**config.mk**
```make
export PLATFORM = sky130hd
export DESIGN_NAME = vector_mem_reader_flat
export DESIGN_NICKNAME = d
export VERILOG_FILES = /design/src/rtl/vector_mem_pkg.sv /design/src/rtl/vector_mem_reader_if.sv /design/src/rtl/vector_rd_fifo.sv /design/src/rtl/vector_mem_reader.sv /design/src/flat_wrapper.sv
export SDC_FILE = /design/constraint.sdc
export NUM_CORES = 1
export LEC_CHECK = 0
export CELL_PAD_IN_SITES_DETAIL_PLACEMENT = 0
export CELL_PAD_IN_SITES_GLOBAL_PLACEMENT = 1
export CORE_AREA = 2 2 279 281
export CTS_BUF_LIST = sky130_fd_sc_hd__clkbuf_8
export DETAILED_ROUTE_END_ITERATION = 12
export DIE_AREA = 0 0 281 283
export PLACE_DENSITY = 0.89
export SETUP_SLACK_MARGIN = 0.3
export SYNTH_ARGS = -nofsm -noshare
export SYNTH_HDL_FRONTEND = slang
export SYNTH_HIERARCHICAL = 1
export SYNTH_SLANG_ARGS = --single-unit
```
**constraint.sdc**
```tcl
create_clock -name clk -period 4.1 [get_ports clk]
set_clock_uncertainty 0.2 [all_clocks]
set_input_delay 0.82 -clock clk [delete_from_list [all_inputs] [get_ports clk]]
set_output_delay 0.82 -clock clk [all_outputs]
set_load 0.02 [all_outputs]
```
**src/rtl/vector_mem_pkg.sv**
```systemverilog
// Types and default geometry shared by the banked vector memory and its read initiator.
package vector_mem_pkg;

    localparam int unsigned DEF_DATA_WIDTH = 10;
    localparam int unsigned DEF_ADDR_WIDTH = 12;
    localparam int unsigned DEF_NUM_ELEM   = 16;

    typedef enum logic [1:0] {
        IDLE,
        ISSUE,
        DRAIN
    } rd_state_e;

    // Credits count up to FIFO_DEPTH inclusive.
    function automatic int unsigned credit_width(input int unsigned depth);
        return $clog2(depth + 1);
    endfunction

endpackage

```
**src/rtl/vector_mem_reader_if.sv**
```systemverilog
// Command, memory read port and vector output bundle of the vector memory reader.
interface vector_mem_reader_if
    import vector_mem_pkg::*;
#(
    parameter int unsigned DATA_WIDTH  = DEF_DATA_WIDTH,
    parameter int unsigned ADDR_WIDTH  = DEF_ADDR_WIDTH,
    parameter int unsigned NUM_ELEM    = DEF_NUM_ELEM,
    parameter int unsigned COUNT_WIDTH = 12
);
    logic                             cmd_valid;
    logic                             cmd_ready;
    logic [ADDR_WIDTH-1:0]            cmd_base_addr;
    logic [ADDR_WIDTH-1:0]            cmd_stride;
    logic [COUNT_WIDTH-1:0]           cmd_num_vec;
    logic [NUM_ELEM-1:0]              cmd_lane_mask;

    logic [NUM_ELEM-1:0]              mem_read_req;
    logic [ADDR_WIDTH*NUM_ELEM-1:0]   mem_read_addr;
    logic [DATA_WIDTH*NUM_ELEM-1:0]   mem_read_data;

    logic                             out_valid;
    logic                             out_ready;
    logic [DATA_WIDTH*NUM_ELEM-1:0]   out_data;
    logic                             out_last;

    logic                             busy;
    logic                             done;

    modport master (
        input  cmd_valid, cmd_base_addr, cmd_stride, cmd_num_vec, cmd_lane_mask,
        output cmd_ready,
        output mem_read_req, mem_read_addr,
        input  mem_read_data,
        output out_valid, out_data, out_last,
        input  out_ready,
        output busy, done
    );

    modport slave (
        output cmd_valid, cmd_base_addr, cmd_stride, cmd_num_vec, cmd_lane_mask,
        input  cmd_ready,
        input  mem_read_req, mem_read_addr,
        output mem_read_data,
        input  out_valid, out_data, out_last,
        output out_ready,
        input  busy, done
    );

endinterface

```
**src/rtl/vector_rd_fifo.sv**
```systemverilog
// Output vector buffer: synchronous FIFO with occupancy count and same-cycle push/pop.
module vector_rd_fifo #(
    parameter int unsigned WIDTH = 161,
    parameter int unsigned DEPTH = 4,
    parameter int unsigned CW    = $clog2(DEPTH + 1)
) (
    input  logic             clk,
    input  logic             reset,
    input  logic             push,
    input  logic [WIDTH-1:0] push_data,
    input  logic             pop,
    output logic [WIDTH-1:0] head,
    output logic             empty,
    output logic [CW-1:0]    count
);
    localparam int unsigned PW = (DEPTH > 1) ? $clog2(DEPTH) : 1;

    logic [WIDTH-1:0] mem [DEPTH];
    logic [PW-1:0]    wr_ptr;
    logic [PW-1:0]    rd_ptr;
    logic             do_pop;

    assign empty  = (count == '0);
    assign do_pop = pop && !empty;
    assign head   = mem[rd_ptr];

    // Pointers wrap naturally because DEPTH is a power of two.
    always_ff @(posedge clk or negedge reset) begin
        if (!reset) begin
            for (int unsigned i = 0; i < DEPTH; i++) begin
                mem[i] <= '0;
            end
            wr_ptr <= '0;
            rd_ptr <= '0;
            count  <= '0;
        end else begin
            if (push) begin
                mem[wr_ptr] <= push_data;
                wr_ptr      <= wr_ptr + 1'b1;
            end
            if (do_pop) begin
                rd_ptr <= rd_ptr + 1'b1;
            end
            if (push && !do_pop) begin
                count <= count + 1'b1;
            end else if (!push && do_pop) begin
                count <= count - 1'b1;
            end
        end
    end

endmodule

```
**src/rtl/vector_mem_reader.sv**
```systemverilog
// Strided vector read initiator: issues per-lane bank reads under output-buffer credit and streams vectors out.
module vector_mem_reader
    import vector_mem_pkg::*;
#(
    parameter int unsigned DATA_WIDTH  = DEF_DATA_WIDTH,
    parameter int unsigned ADDR_WIDTH  = DEF_ADDR_WIDTH,
    parameter int unsigned NUM_ELEM    = DEF_NUM_ELEM,
    parameter int unsigned COUNT_WIDTH = 12,
    parameter int unsigned RD_LATENCY  = 1,
    parameter int unsigned FIFO_DEPTH  = 4
) (
    input logic                 clk,
    input logic                 reset,
    vector_mem_reader_if.master bus
);
    localparam int unsigned VW = DATA_WIDTH * NUM_ELEM;
    localparam int unsigned CW = credit_width(FIFO_DEPTH);

    rd_state_e                      state;
    logic                           cmd_ready_q;
    logic                           busy_q;
    logic                           done_q;
    logic [NUM_ELEM-1:0]            req_q;
    logic [ADDR_WIDTH*NUM_ELEM-1:0] addr_q;
    logic [ADDR_WIDTH-1:0]          cur_addr;
    logic [ADDR_WIDTH-1:0]          stride;
    logic [COUNT_WIDTH-1:0]         remaining;
    logic [NUM_ELEM-1:0]            mask;
    logic                           iss_vld;
    logic                           iss_last;
    logic [RD_LATENCY-1:0]          ret_vld;
    logic [RD_LATENCY-1:0]          ret_last;
    logic [CW-1:0]                  in_flight;
    logic [CW-1:0]                  fifo_count;
    logic [CW:0]                    credits;
    logic                           fire;
    logic                           push;
    logic                           pop;
    logic                           fifo_empty;
    logic [VW-1:0]                  lane_keep;
    logic [VW:0]                    push_word;
    logic [VW:0]                    head;

    // Every vector holds a credit from issue until it leaves the FIFO, so a push always has room.
    assign credits = {1'b0, in_flight} + {1'b0, fifo_count};
    assign fire    = (state == ISSUE) && (credits < (CW + 1)'(FIFO_DEPTH));

    always_comb begin
        lane_keep = '0;
        for (int unsigned g = 0; g < NUM_ELEM; g++) begin
            lane_keep[g*DATA_WIDTH +: DATA_WIDTH] = {DATA_WIDTH{mask[g]}};
        end
    end

    assign push      = ret_vld[RD_LATENCY-1];
    assign push_word = {ret_last[RD_LATENCY-1], bus.mem_read_data & lane_keep};
    assign pop       = !fifo_empty && bus.out_ready;

    always_ff @(posedge clk or negedge reset) begin
        if (!reset) begin
            state       <= IDLE;
            cmd_ready_q <= 1'b1;
            busy_q      <= 1'b0;
            done_q      <= 1'b0;
            req_q       <= '0;
            addr_q      <= '0;
            cur_addr    <= '0;
            stride      <= '0;
            remaining   <= '0;
            mask        <= '0;
            iss_vld     <= 1'b0;
            iss_last    <= 1'b0;
        end else begin
            done_q   <= 1'b0;
            req_q    <= '0;
            iss_vld  <= 1'b0;
            iss_last <= 1'b0;
            unique case (state)
                IDLE: begin
                    if (bus.cmd_valid && cmd_ready_q) begin
                        if (bus.cmd_num_vec != '0) begin
                            cur_addr    <= bus.cmd_base_addr;
                            stride      <= bus.cmd_stride;
                            remaining   <= bus.cmd_num_vec;
                            mask        <= bus.cmd_lane_mask;
                            busy_q      <= 1'b1;
                            cmd_ready_q <= 1'b0;
                            state       <= ISSUE;
                        end else begin
                            done_q <= 1'b1;
                        end
                    end
                end
                ISSUE: begin
                    if (fire) begin
                        req_q     <= mask;
                        addr_q    <= {NUM_ELEM{cur_addr}};
                        iss_vld   <= 1'b1;
                        iss_last  <= (remaining == COUNT_WIDTH'(1));
                        cur_addr  <= cur_addr + stride;
                        remaining <= remaining - 1'b1;
                        if (remaining == COUNT_WIDTH'(1)) begin
                            state <= DRAIN;
                        end
                    end
                end
                DRAIN: begin
                    // The tagged last vector is the final FIFO entry, so its handoff empties the FIFO.
                    if (pop && head[VW] && (in_flight == '0)) begin
                        state       <= IDLE;
                        busy_q      <= 1'b0;
                        done_q      <= 1'b1;
                        cmd_ready_q <= 1'b1;
                    end
                end
                default: state <= IDLE;
            endcase
        end
    end

    // Return tracking starts at the issue register so it lines up with the RAM's data.
    always_ff @(posedge clk or negedge reset) begin
        if (!reset) begin
            ret_vld   <= '0;
            ret_last  <= '0;
            in_flight <= '0;
        end else begin
            ret_vld[0]  <= iss_vld;
            ret_last[0] <= iss_last;
            for (int unsigned i = 1; i < RD_LATENCY; i++) begin
                ret_vld[i]  <= ret_vld[i-1];
                ret_last[i] <= ret_last[i-1];
            end
            if (fire && !push) begin
                in_flight <= in_flight + 1'b1;
            end else if (!fire && push) begin
                in_flight <= in_flight - 1'b1;
            end
        end
    end

    vector_rd_fifo #(
        .WIDTH (VW + 1),
        .DEPTH (FIFO_DEPTH),
        .CW    (CW)
    ) u_fifo (
        .clk       (clk),
        .reset     (reset),
        .push      (push),
        .push_data (push_word),
        .pop       (pop),
        .head      (head),
        .empty     (fifo_empty),
        .count     (fifo_count)
    );

    assign bus.cmd_ready     = cmd_ready_q;
    assign bus.mem_read_req  = req_q;
    assign bus.mem_read_addr = addr_q;
    assign bus.out_valid     = !fifo_empty;
    assign bus.out_data      = head[VW-1:0];
    assign bus.out_last      = head[VW];
    assign bus.busy          = busy_q;
    assign bus.done          = done_q;

endmodule

```
**src/flat_wrapper.sv**
```systemverilog
// flat-port wrapper written by rule: the top's interface ports become plain ports
module vector_mem_reader_flat import vector_mem_pkg::*;
#(
    parameter int unsigned DATA_WIDTH  = DEF_DATA_WIDTH,
    parameter int unsigned ADDR_WIDTH  = DEF_ADDR_WIDTH,
    parameter int unsigned NUM_ELEM    = DEF_NUM_ELEM,
    parameter int unsigned COUNT_WIDTH = 12,
    parameter int unsigned RD_LATENCY  = 1,
    parameter int unsigned FIFO_DEPTH  = 4
)
  (clk, reset, bus_cmd_valid, bus_cmd_base_addr, bus_cmd_stride, bus_cmd_num_vec, bus_cmd_lane_mask, bus_cmd_ready, bus_mem_read_req, bus_mem_read_addr, bus_mem_read_data, bus_out_valid, bus_out_data, bus_out_last, bus_out_ready, bus_busy, bus_done);
  vector_mem_reader_if #(.DATA_WIDTH(DATA_WIDTH), .ADDR_WIDTH(ADDR_WIDTH), .NUM_ELEM(NUM_ELEM), .COUNT_WIDTH(COUNT_WIDTH)) bus_i ();
  input logic clk;
  input logic reset;
  input wire logic [$bits(bus_i.cmd_valid)-1:0] bus_cmd_valid;
  input wire logic [$bits(bus_i.cmd_base_addr)-1:0] bus_cmd_base_addr;
  input wire logic [$bits(bus_i.cmd_stride)-1:0] bus_cmd_stride;
  input wire logic [$bits(bus_i.cmd_num_vec)-1:0] bus_cmd_num_vec;
  input wire logic [$bits(bus_i.cmd_lane_mask)-1:0] bus_cmd_lane_mask;
  output wire logic [$bits(bus_i.cmd_ready)-1:0] bus_cmd_ready;
  output wire logic [$bits(bus_i.mem_read_req)-1:0] bus_mem_read_req;
  output wire logic [$bits(bus_i.mem_read_addr)-1:0] bus_mem_read_addr;
  input wire logic [$bits(bus_i.mem_read_data)-1:0] bus_mem_read_data;
  output wire logic [$bits(bus_i.out_valid)-1:0] bus_out_valid;
  output wire logic [$bits(bus_i.out_data)-1:0] bus_out_data;
  output wire logic [$bits(bus_i.out_last)-1:0] bus_out_last;
  input wire logic [$bits(bus_i.out_ready)-1:0] bus_out_ready;
  output wire logic [$bits(bus_i.busy)-1:0] bus_busy;
  output wire logic [$bits(bus_i.done)-1:0] bus_done;
  assign bus_i.cmd_valid = bus_cmd_valid;
  assign bus_i.cmd_base_addr = bus_cmd_base_addr;
  assign bus_i.cmd_stride = bus_cmd_stride;
  assign bus_i.cmd_num_vec = bus_cmd_num_vec;
  assign bus_i.cmd_lane_mask = bus_cmd_lane_mask;
  assign bus_cmd_ready = bus_i.cmd_ready;
  assign bus_mem_read_req = bus_i.mem_read_req;
  assign bus_mem_read_addr = bus_i.mem_read_addr;
  assign bus_i.mem_read_data = bus_mem_read_data;
  assign bus_out_valid = bus_i.out_valid;
  assign bus_out_data = bus_i.out_data;
  assign bus_out_last = bus_i.out_last;
  assign bus_i.out_ready = bus_out_ready;
  assign bus_busy = bus_i.busy;
  assign bus_done = bus_i.done;
  vector_mem_reader #(.DATA_WIDTH(DATA_WIDTH), .ADDR_WIDTH(ADDR_WIDTH), .NUM_ELEM(NUM_ELEM), .COUNT_WIDTH(COUNT_WIDTH), .RD_LATENCY(RD_LATENCY), .FIFO_DEPTH(FIFO_DEPTH)) u_core (.clk(clk), .reset(reset), .bus(bus_i));
endmodule
```
==> impl_metrics.yaml <==
run_status:
  outcome: "finished clean"
synth:
  yosysSeqAreaShare_pct: 53.3
  avgSynthCellArea_um2: 14.8
  syn_inst: 2351
  async_flop_share_pct: 100
  synth_area_um2: 34900
  synth_cell_types: 55
  synth-edff-count: 0
  syn_nets: 2591
  yosys_warnings: 6
  synth-seq-cells: 743
  synthFlopType: "dfrtp_1"
place:
  dpl_worst_slack_ps: 502
  gp_congestion: 0.827
  port_buffers: 588
  dp_hpwl_um: 57700
finish:
  fillers: 6009
  drive_gt1_share_pct: 25.2
  area_growth_pct: 24.1
  final_core_util_pct: 56.4
  nNetsFinal: 3047
sta:
  worst_slack_ps: 395
  slew_headroom_pct: 17.5
  setup_tns_ps: 0
  worst_pin_slew_ps: 1240
  final-hold-violation-count: 0
  drv_slew: 0
  fin_crit_ps: 3710
  rsz0062_at_grt: "true"
  finalSetupViolations: 0
  finalCritPeriodShare_pct: 90.4
  clock.fmax_mhz: 270
floorplanning:
  initial_core_util_pct: 45.4
  ios: 589
  die_x_um: 281
  die-area_um2: 79500
  fp.dieH_um: 283
  core-area_um2: 76700
  num_rows: 102
worst_setup_path:
  cp_max_fo: 21
  worstSetupPathType: "reg2out"
  end_kind: "output pin"
  required_ps: 3080
  worstSetupStartpointType: "flop"
  arrival_ps: 2690
power_and_ir_drop:
  p_leak_nw: 20.8
  ir_drop_uv: 568
  power_mw: 34.6
  p_per_area_nw_per_um2: 799
global_route:
  grt_pass1_vias: 23900
  grt_overflow: 0
  grt_pass1_wl_um: 136000
  grt_max_degree: 92
  antenna_found_initial: 11
  grt_usage_pct: 21.9
detailed_routing:
  drt_wl_total_um: 86700
  dr.pass1.iters: 4
  ant_nets: 0
  avgViaCountPerCell: 5.30
  route.detailed.drc: 0
  routedWlPerCell_um: 22.0
  vias: 20900
  initialDrtViolationCount: 949
min_path:
  min_path_type: "reg2reg"
flow_run:
  cap_viol_max_count: 0
cts:
  clkSinkCount: 743
  htree_levels: 3
  cts_buffer_depth: 3
  cts_made_buffers: 120
  cts_tree: "yes"
  clockRootBuffer: "clkbuf_8"
  path_clk_slew_ps: 60
  clock_latency_ps: 740
-- worst paths after layout --
check | slack (ps) | from | endpoint | depth (start not counted)
max reg2reg | 990 | u_core/in_flight[2]$_DFFE_PN0P_ | u_core/remaining[9]$_DFFE_PN0P_ | 8
max | 390 | u_core/u_fifo/rd_ptr[0]$_DFFE_PN0P_ | bus_out_data[51] | 4
min in group asynchronous | 570 | reset | u_core/u_fifo/mem[45]$_DFFE_PN0P_ | 2
max in group asynchronous | 1910 | reset | u_core/u_fifo/mem[192]$_DFFE_PN0P_ | 3
min reg2reg | 140 | u_core/iss_vld$_DFF_PN0_ | u_core/push$_DFF_PN0_ | 0
min | 140 | u_core/iss_vld$_DFF_PN0_ | u_core/push$_DFF_PN0_ | 0
-- layout make-up --
type,count,area [um^2],area share (%)
multi-input combinational,1270,14000,32.4
inverter,18,67.6,0.156
sequential,743,18600,43.0
clock inverter,64,425,0.983
timing repair buffer,654,6760,15.6
antenna,8,20.0,0.0463
clock buffer,151,2080,4.80
tap,1040,1300,3.01
-- Yosys cell counts, types with 2 or more instances --
cell | instances | area share [%]
nor3_1 | 8 | 0.11
inv_1 | 18 | 0.19
mux2_2 | 313 | 10
or3_1 | 4 | 0.072
a21oi_1 | 30 | 0.43
buf_2 | 57 | 0.82
nor2b_1 | 6 | 0.11
nand2_1 | 54 | 0.58
buf_4 | 204 | 4.4
mux2i_1 | 5 | 0.14
a31oi_1 | 2 | 0.036
nand3b_1 | 3 | 0.065
fa_1 | 3 | 0.17
and2_1 | 176 | 3.2
mux4_2 | 161 | 10
mux2_1 | 360 | 12
nand2_2 | 4 | 0.072
o21ai_0 | 22 | 0.32
nand3_1 | 13 | 0.19
clkbuf_1 | 28 | 0.30
nor2_1 | 22 | 0.24
ha_1 | 21 | 0.75
nand2b_1 | 2 | 0.036
xnor2_1 | 8 | 0.20
a211oi_1 | 2 | 0.043
buf_6 | 29 | 0.94
nor4_1 | 5 | 0.090
dfrtp_1 | 742 | 53
o21a_1 | 2 | 0.043
xor2_1 | 6 | 0.15
o211ai_1 | 4 | 0.086
o21ai_1 | 10 | 0.14
buf_1 | 2 | 0.022
or4_4 | 2 | 0.065
and3_1 | 3 | 0.054
-- critical path: stages, from the launching register on --
cell,delay (ps)
dfrtp_4,420
buf_12,170
buf_12,240
mux4_2,560
clkdlybuf4s50_1,570
-- kinds of logic (layout without fill, tap and decap cells) --
logic type / Yosys count / in the layout / synth area share, %
fa+ha+maj: 24 / 24 / 0.926
xor+xnor: 14 / 14 / 0.352
mux: 839 / 839 / 32.3
flops: 743 / 743 / 53.3
buf+inv: 338 / 887 / 6.67
compound gates: 85 / 85 / 1.44
other cells: 0 / 8 / 0
simple gates: 308 / 308 / 4.98
-- report_power, final --
group | internal [mW] | total (mW) | switching (mW)
Clock | 3.57 | 6.51 | 2.93
Combinational | 8.09 | 16.0 | 7.92
Sequential | 10.1 | 12.1 | 1.96
Total | 21.8 | 34.6 | 12.8
-- what timing repair did --
item,in CTS,in global routing
endpoints found under the hold margin,72,0
resized for setup,46,39
hold buffers,1,0
setup endpoints to repair,156,56
setup buffers,8,0
gates cloned,0,1
-- per-stage QoR --
stage          std cells  instance area [um^2]  hold WS, ps
3_5_place_dp        3715                 40500          135
4_1_cts             3939                 43100          147
5_1_grt             3947                 43300          152
3_3_place_gp        3715                 40500          136
2_1_floorplan       2351                 34900          131
6_report            3948                 43300          145
-- state kept, by name (all words and copies together), names as in the netlist, 2 cells and up --
name / flops
u_core/u_fifo/mem: 644
u_core/bus.mem_read_req: 16
u_core/mask: 16
u_core/bus.mem_read_addr: 12
u_core/cur_addr: 12
u_core/remaining: 12
u_core/stride: 12
u_core/in_flight: 3
u_core/u_fifo/count: 3
u_core/state: 2
u_core/u_fifo/rd_ptr: 2
u_core/u_fifo/wr_ptr: 2
-- routing by layer --
metal | global-route usage (%) | vias to the layer above | wire, um
met5 | 0 | - | 41
met4 | 6.97 | 6 | 2360
met3 | 4.91 | 155 | 4970
met2 | 38.0 | 594 | 43900
met1 | 27.2 | 11000 | 35400
li1 | - | 9182 | -
-- placed cells by master (no fill, tap or decap), types with 6 or more instances in the layout --
| master | Yosys | final |
|---|---|---|
| dfrtp_1 | 742 | 740 |
| clkdlybuf4s50_1 | 0 | 506 |
| mux2_1 | 360 | 360 |
| mux2_2 | 313 | 313 |
| and2_1 | 176 | 176 |
| mux4_2 | 161 | 161 |
| clkbuf_8 | 0 | 151 |
| inv_1 | 18 | 60 |
| nand2_1 | 54 | 54 |
| dlygate4sd2_1 | 0 | 44 |
| buf_4 | 204 | 38 |
| dlymetal6s2s_1 | 0 | 37 |
| a21oi_1 | 30 | 30 |
| nor2_1 | 22 | 22 |
| o21ai_0 | 22 | 22 |
| ha_1 | 21 | 21 |
| buf_12 | 0 | 21 |
| nand3_1 | 13 | 13 |
| clkinv_2 | 0 | 12 |
| o21ai_1 | 10 | 10 |
| diode_2 | 0 | 8 |
| nor3_1 | 8 | 8 |
| xnor2_1 | 8 | 8 |
| xor2_1 | 6 | 6 |
Power figures use the tool's default switching activity.
